--- src/rtl/datapath.sv ---
// Single-cycle MIPS-style datapath: PC, 32x32 register file, sign extend,
// ALU ("ULA"), branch adder and operand/result muxes. No memories inside.

module regfile (
  input  logic        clk,
  input  logic        reset,
  input  logic        we,
  input  logic [4:0]  ra1,
  input  logic [4:0]  ra2,
  input  logic [4:0]  wa,
  input  logic [31:0] wd,
  output logic [31:0] rd1,
  output logic [31:0] rd2
);
  logic [31:0] rf [0:31];

  always_ff @(posedge clk or posedge reset) begin
    if (reset) begin
      for (int i = 0; i < 32; i++) rf[i] <= '0;
    end else if (we && (wa != 5'd0)) begin
      rf[wa] <= wd;
    end
  end

  // Reads see the pre-edge contents; there is no write-to-read bypass.
  assign rd1 = (ra1 == 5'd0) ? 32'd0 : rf[ra1];
  assign rd2 = (ra2 == 5'd0) ? 32'd0 : rf[ra2];
endmodule

module datapath (
  input  logic        clk,
  input  logic        reset,
  input  logic        memtoreg,
  input  logic        pcsrc,
  input  logic        ULAsrc,
  input  logic        regdst,
  input  logic        regwrite,
  input  logic        memread,
  input  logic [2:0]  ULAcontrol,
  output logic        zero,
  output logic [31:0] pc,
  input  logic [31:0] instr,
  output logic [31:0] ULAout,
  output logic [31:0] writedata,
  input  logic [31:0] readdata
);
  logic [31:0] signimm;
  logic [31:0] srca;
  logic [31:0] srcb;
  logic [31:0] result;
  logic [31:0] pcplus4;
  logic [31:0] pcbranch;
  logic [31:0] pcnext;
  logic [4:0]  writereg;
  logic        unused_bits;

  // The opcode field and memread are decoded by the controller, not here.
  assign unused_bits = ^{memread, instr[31:26]};

  always_ff @(posedge clk or posedge reset) begin
    if (reset) pc <= '0;
    else       pc <= pcnext;
  end

  assign pcplus4  = pc + 32'd4;
  assign signimm  = {{16{instr[15]}}, instr[15:0]};
  assign pcbranch = pcplus4 + {signimm[29:0], 2'b00};
  assign pcnext   = pcsrc ? pcbranch : pcplus4;

  assign writereg = regdst ? instr[15:11] : instr[20:16];
  assign result   = memtoreg ? readdata : ULAout;

  regfile rf (
    .clk   (clk),
    .reset (reset),
    .we    (regwrite),
    .ra1   (instr[25:21]),
    .ra2   (instr[20:16]),
    .wa    (writereg),
    .wd    (result),
    .rd1   (srca),
    .rd2   (writedata)
  );

  assign srcb = ULAsrc ? signimm : writedata;

  always_comb begin
    ULAout = '0;
    case (ULAcontrol)
      3'b000: ULAout = srca & srcb;
      3'b001: ULAout = srca | srcb;
      3'b010: ULAout = srca + srcb;
      3'b011: ULAout = '0;
      3'b100: ULAout = srca & ~srcb;
      3'b101: ULAout = srca | ~srcb;
      3'b110: ULAout = srca - srcb;
      3'b111: ULAout = {31'd0, ($signed(srca) < $signed(srcb))};
      default: ULAout = '0;
    endcase
  end

  assign zero = (ULAout == 32'd0);
endmodule

--- config.mk ---
export PLATFORM = sky130hd
export DESIGN_NAME = datapath
export DESIGN_NICKNAME = d
export VERILOG_FILES = /design/src/rtl/datapath.sv
export SDC_FILE = /design/constraint.sdc
export NUM_CORES = 2
export LEC_CHECK = 0
export ABC_AREA = 0
export BUFFER_PORTS_ARGS = -buffer_cell sky130_fd_sc_hd__clkbuf_2
export CAP_MARGIN = 0
export CORE_MARGIN = 8
export CORE_UTILIZATION = 57
export DETAILED_ROUTE_END_ITERATION = 6
export HOLD_SLACK_MARGIN = 0.03
export PLACE_DENSITY = 0.77
export SETUP_SLACK_MARGIN = 0.1
export SKIP_LAST_GASP = 1
export SLEW_MARGIN = 20
export SYNTH_ARGS = -nofsm -noshare
export SYNTH_HDL_FRONTEND = slang
export SYNTH_SLANG_ARGS = --single-unit
--- constraint.sdc ---
create_clock -name clk -period 31.5 [get_ports clk]
set_input_delay 4.725 -clock clk [delete_from_list [all_inputs] [get_ports clk]]
set_output_delay 4.725 -clock clk [all_outputs]
set_load 0.03 [all_outputs]
# ---- Word-level counts from Yosys, hierarchy flattened
# Index checks and enable logic that the tools add are counted.
dict set report classes {
  muxes 16
  reduce_logical 7
  add_sub_neg 4
  n_bitwise 8
  order_cmp 5
  n_eq_ne 7
}
# cell count
set ops {}
lappend ops {{$bwmux 1024} 1}
lappend ops {{$bmux 32 s5} 2}
lappend ops {{$mux 32} 10}
lappend ops {{$pmux 32 s8} 1}
lappend ops {{$demux 32 s5} 1}
lappend ops {{$add 32x32->32} 2}
lappend ops {{$and 32x32->32} 2}
lappend ops {{$or 32x32->32} 2}
lappend ops {{$add 32x3->32 const B} 1}
lappend ops {{$logic_not 32->1} 1}
lappend ops {{$lt 32x32->1} 1}
lappend ops {{$not 32->32} 1}
lappend ops {{$sub 32x32->32} 1}
lappend ops {{$ge 6x6->1 const B} 3}
lappend ops {{$not 5->6} 3}
lappend ops {{$eq 3x3->1 const B} 4}
lappend ops {{$logic_not 5->1} 2}
lappend ops {{$eq 3x2->1 const B} 2}
lappend ops {{$lt 6x1->1 const B} 1}
lappend ops {{$mux 5} 1}
lappend ops {{$reduce_bool 5->1} 1}
lappend ops {{$eq 3x1->1 const B} 1}
lappend ops {{$logic_not 3->1} 1}
lappend ops {{$logic_and 1x1->1} 2}
dict set report word_totals {
  ff_bits 1056
  elab_cells 80
}

# ---- Logic depth before layout (Yosys ltp)
dict set report logic_depth {
  word_depth 11
  ltp_mapped 27
}

# ---- By module
# From an unflattened synthesis, not the netlist that was laid out.
dict set report unflattened {
  hier_cells 4902
  hier_area_um2 63180.6
}
# module seq_area_each_um2 n_inst area_each_um2 cells_per_inst
set by_module_without_submodules {}
lappend by_module_without_submodules {regfile 25624.6 1 54578.6 3736}
lappend by_module_without_submodules {datapath 750.7 1 8602.0 1166}

# ---- Worst setup path after synthesis
# Ideal clock, no wire load.
dict set report synth_timing {
  path_kind {input to output}
  start {input port instr[17]}
  end {output port zero}
  n_path_buf 4
  path_slack_ns 15.579
  required_ns 26.775
  stages 23
  t_arrival_ns 11.196
  cell_sequence {buf_2 -> buf_4 -> buf_2 -> buf_1 -> mux4_2 -> mux2i_1 -> nor3_1 -> o21a_1 -> mux2_2 -> ha_1 -> fa_1 -> or3b_2 -> a2111oi_2 -> o211ai_1 -> o211ai_1 -> a21oi_1 -> o22ai_1 -> xnor2_1 -> o21ai_0 -> nand4bb_1 -> nor4_1 -> nand4b_1 -> nor4bb_1}
}
dict set report synth_via {
  word_cells_on_any_way 17
  cone_classes {2 x add/sub; 1 x order compare; 6 x mux; 6 x bitwise; 2 x reduce/logical}
}
# item line
set synth_lines {}
lappend synth_lines {{start, declared} 42} ;# input logic [31:0] instr,
lappend synth_lines {{$not 5->6 (not written as such)} 27} ;# assign rd2 = (ra2 == 5'd0) ? 32'd0 : rf[ra2];
lappend synth_lines {{$bmux 32 s5} 27}
lappend synth_lines {{$mux 32 (not written as such) (2 in series)} 27}
lappend synth_lines {{$mux 32 *} 27}
lappend synth_lines {{named net writedata[0]} 44} ;# output logic [31:0] writedata,
lappend synth_lines {{$mux 32 *} 85} ;# assign srcb = ULAsrc ? signimm : writedata;
lappend synth_lines {{$sub 32x32->32 or $add 32x32->32 (tied branches)} {96, 92}}
lappend synth_lines {{$pmux 32 s8 *} 89} ;# case (ULAcontrol)
lappend synth_lines {{named net ULAout[20]} 43} ;# output logic [31:0] ULAout,
lappend synth_lines {{$logic_not 32->1 *} 102} ;# assign zero = (ULAout == 32'd0);
lappend synth_lines {{end, declared} 40} ;# output logic zero,
# Mark *: on every way through the listed nets, which the timed path passes. The rest lies on a longest branch. The select of a mux whose other input is x is not followed.

# ---- Worst setup path in the final report
dict set report layout_timing {
  start {input port instr[16]}
  end {output port zero}
}
dict set report layout_via {
  elab_chain_cells 10
  word_cells_on_any_way 17
  cone_classes {2 x add/sub; 1 x order compare; 6 x mux; 6 x bitwise; 2 x reduce/logical}
}
# item line
set layout_rtl {}
lappend layout_rtl {{$not 5->6 (not written as such)} 27}
lappend layout_rtl {{$bmux 32 s5} 27}
lappend layout_rtl {{$mux 32 (not written as such) (2 in series)} 27}
lappend layout_rtl {{$mux 32 *} 27}
lappend layout_rtl {{$mux 32 *} 85}
lappend layout_rtl {{branches (longest 2 deep; another with $sub 32x32->32)} --}
lappend layout_rtl {{$pmux 32 s8 *} 89}
lappend layout_rtl {{$logic_not 32->1 *} 102}
# Mark *: on every way between the ends. The select of a mux whose other input is x is not followed.

==> flow_metrics.env <==
export IMPL_status="finished, violations left"
export IMPL_violations="design-rule violations"
export IMPL_finalSetupViolCount=0
export IMPL_path_max_fanout=115
export IMPL_synth_seq_area_share_pct=42.99
export IMPL_layout_commonest_cell="nand2_1"
export IMPL_die_h_um=344.1
export IMPL_min_path_type="register to register"
export IMPL_detail_route_iter0_violations=7144
export IMPL_via_count=50750
export IMPL_final_nets=5845
export IMPL_syn_inst=5834
export IMPL_drc=1
export IMPL_io_buffers=162
export IMPL_p_int_mw=3.108
export IMPL_gr_total_overflow=0
export IMPL_slew_violations=0
export IMPL_fin_setup_tns_ns=0
export IMPL_syn_area_um2=61350
export IMPL_p_per_area_nw_per_um2=72.03
export IMPL_power_frac_clock_pct=28.6
export IMPL_critPathKind="input port to primary output"
export IMPL_placementRows=120
export IMPL_hold_viol=0
export IMPL_synth_ff_type="dfrtp_1"
export IMPL_htreeDepth=3
export IMPL_power_frac_comb_pct=31.2
export IMPL_max_freq_mhz=54.90
export IMPL_clk_latency_ns=0.72
export IMPL_gp_congestion=0.9558
export IMPL_clock_sinks=1054
export IMPL_die_area_um2=118400
export IMPL_sw_frac_of_total_pct=35.10
export IMPL_die_w_um=344.1
export IMPL_worstReg2RegStart="rf.rf[685]$_DFFE_PP0P_"
export IMPL_clock_root_buffer="clkbuf_16"
export IMPL_dr_pass1_iters=7
export IMPL_grt_max_degree=176
export IMPL_slew_headroom_pct=20.94
export IMPL_grt_pass1_vias=49920
export IMPL_post_dp_hpwl_mm=131.6
export IMPL_fillers=8174
export IMPL_synth_cell_types=100
export IMPL_cts_resized=0
export IMPL_layout_drive_gt1_share_pct=20.11
export IMPL_worst_pin_slew_ns=1.175
export IMPL_grt_pass1_wl_mm=315.0
export IMPL_final_area_um2=66480
export IMPL_postCtsSetupBuffers=0
export IMPL_hold_start="rf.rf[1015]$_DFFE_PP0P_"
export IMPL_crit_start="instr[16]"
export IMPL_critical_path_arrival_ns=13.49
export IMPL_clock_skew_ns=0.03197
export IMPL_clkTransAtPathRegs_ns=0.06
export IMPL_ff2ff_path_depth=20
export IMPL_area_growth_syn_to_layout_pct=8.366
export IMPL_initial_core_util_pct=57.39
export IMPL_routedWlPerCell_um=29.53
export IMPL_cap_violations=0
export IMPL_timing_final_crit_period_ns=18.22
export IMPL_io_pins=172
export IMPL_crit_required_ns=26.78
export IMPL_rr_endpoint="rf.rf[380]$_DFFE_PP0P_"
export IMPL_async_flop_share_pct=100.0
export IMPL_postPlaceCellArea_um2=62630
export IMPL_cts_tree="built"
export IMPL_antenna_left=0
export IMPL_switchingPower_mw=1.681
export IMPL_ys_ff_latch=1054
export IMPL_p_leak_nw=29.22
export IMPL_endpoint_kind="primary output"
export IMPL_clockBufferDepth=3
export IMPL_via_per_inst=7.074
export IMPL_ctsHoldBuffers=0
export IMPL_wirelength_mm=211.9
export IMPL_max_vdd_ir_drop_mv=0.05031
export IMPL_grt_setup_unrepaired="false"
export IMPL_synth_edf_count=0
export IMPL_seq_power_share_pct=40.1
export IMPL_final_cell_mix="nand2_1, dfrtp_1, o21ai_0"
export IMPL_min_to="rf.rf[1015]$_DFFE_PP0P_"
export IMPL_cts_made_buffers=107
export IMPL_synth_avg_cell_area_um2=10.52
export IMPL_fin_crit_sh_pct=57.83
export IMPL_startpoint_type="input port"
export IMPL_grt_use_total_pct=35.49
export IMPL_holdPathStages=0
export IMPL_rrSetupSlack_ns=24.38
export IMPL_yosysWarnings=0
export IMPL_core_area_um2=106900
export IMPL_antenna_found_initial=17
==> worst max-delay path, stage by stage <==
cell       delay [ns]
buf_8            0.42
buf_12           0.75
buf_4            0.85
or3_1            0.80
o221ai_1         0.19
a211oi_1         0.95
o41ai_2          0.20
ha_1             0.46
nor2b_1          0.42
nand2_1          0.07
or4_1            0.44
o311a_1          0.39
o31ai_1          0.47
nand2_1          0.13
a2111oi_0        0.65
o22ai_1          0.16
xnor2_1          0.16
o31ai_1          0.69
nor3b_1          0.09
nor4bb_1         0.16
clkbuf_2         0.20
==> kinds of logic after synthesis <==
logic type,Yosys count,synth area share [%]
AO/OA/AOI/OAI,1549,14.68
XOR/XNOR,114,1.628
adder cells (fa/ha/maj),115,2.315
buffers and inverters,660,4.938
flip-flops,1054,42.99
multiplexers,758,22.80
other,1,0.006113
AND/OR/NAND/NOR,1583,10.64
==> state kept, by name (all words and copies together), names as in the netlist <==
register and cells:
pc 30, rf.rf 1024
==> final cells by class <==
class	count	area [um2]	area share, %
Inverter	95	361.6	0.5439
Multi-Input combinational cell	4121	32260	48.52
Clock inverter	50	699.4	1.052
Antenna cell	12	30.03	0.04517
Tap cell	1403	1755	2.641
Clock buffer	146	3094	4.654
Sequential cell	1054	26380	39.67
Timing Repair Buffer	293	1907	2.868
==> metal layers <==
layer | track usage (%) | routed length (um) | vias to the layer above
met5 | 0 | 85 | -
met4 | 22.32 | 15600 | 12
met3 | 12.71 | 31160 | 993
met2 | 52.45 | 92060 | 3851
met1 | 44.52 | 72970 | 25000
li1 | - | - | 20890
==> metrics by stage <==
step                total power [mW]  hold WS (ns)  instances  util [%]  setup WS (ns)
floorplan                      2.958        0.4385       5835         -          12.24
global placement               3.318        0.3773       6966     58.58          13.64
detailed placement             3.384        0.3848       6966     58.58          13.63
CTS                            4.750        0.3995       7162     62.13          13.58
global route                   4.999        0.4077       7162     62.16          12.92
finish                         4.788        0.3994       7174     62.19          13.28
==> worst max path at each step <==
stage / to / slack, ns / cells past startpoint
floorplan: pc[10]$_DFF_PP0_ / 12.24 / 1
global placement: zero / 13.64 / 21
detailed placement: zero / 13.63 / 21
CTS: zero / 13.58 / 21
global route: zero / 12.92 / 21
finish: zero / 13.28 / 21
==> synth_stat cells, types with 16 or more instances <==
cell type / count / area [um2]
o221ai_1: 38 / 332.8
a21oi_1: 144 / 720.7
mux4_2: 462 / 10400
nor3_1: 46 / 230.2
a22o_1: 31 / 271.5
buf_4: 19 / 142.6
mux2_2: 98 / 1104
dfrtp_1: 1054 / 26380
nand3_1: 46 / 230.2
inv_1: 90 / 337.8
xnor2_1: 86 / 753.2
mux4_1: 25 / 656.9
a21o_1: 28 / 210.2
and2_1: 16 / 100.1
ha_1: 95 / 1189
nor2_1: 176 / 660.6
mux2i_1: 167 / 1672
xor2_1: 28 / 245.2
a221oi_1: 26 / 227.7
buf_6: 19 / 214.0
and3_1: 20 / 125.1
a211oi_1: 24 / 180.2
nand2_1: 1153 / 4328
nor2b_1: 31 / 193.9
maj3_1: 16 / 160.2
a22oi_1: 38 / 285.3
o31ai_1: 17 / 127.6
o22ai_1: 26 / 162.7
buf_1: 42 / 157.7
buf_2: 57 / 285.3
nand2b_1: 19 / 118.9
a31oi_1: 19 / 118.9
clkbuf_1: 405 / 1520
o21ai_0: 1001 / 5010
==> power by group through the flow <==
| stage | Combinational (mW) | Clock [mW] | Sequential [mW] |
|---|---|---|---|
| detailed placement | 1.46 | 0 | 1.93 |
| CTS | 1.47 | 1.37 | 1.91 |
| global route | 1.62 | 1.42 | 1.95 |
| floorplan | 1.06 | 0 | 1.89 |
| global placement | 1.42 | 0 | 1.90 |
| finish | 1.50 | 1.37 | 1.92 |
Power figures use the tool's default switching activity.
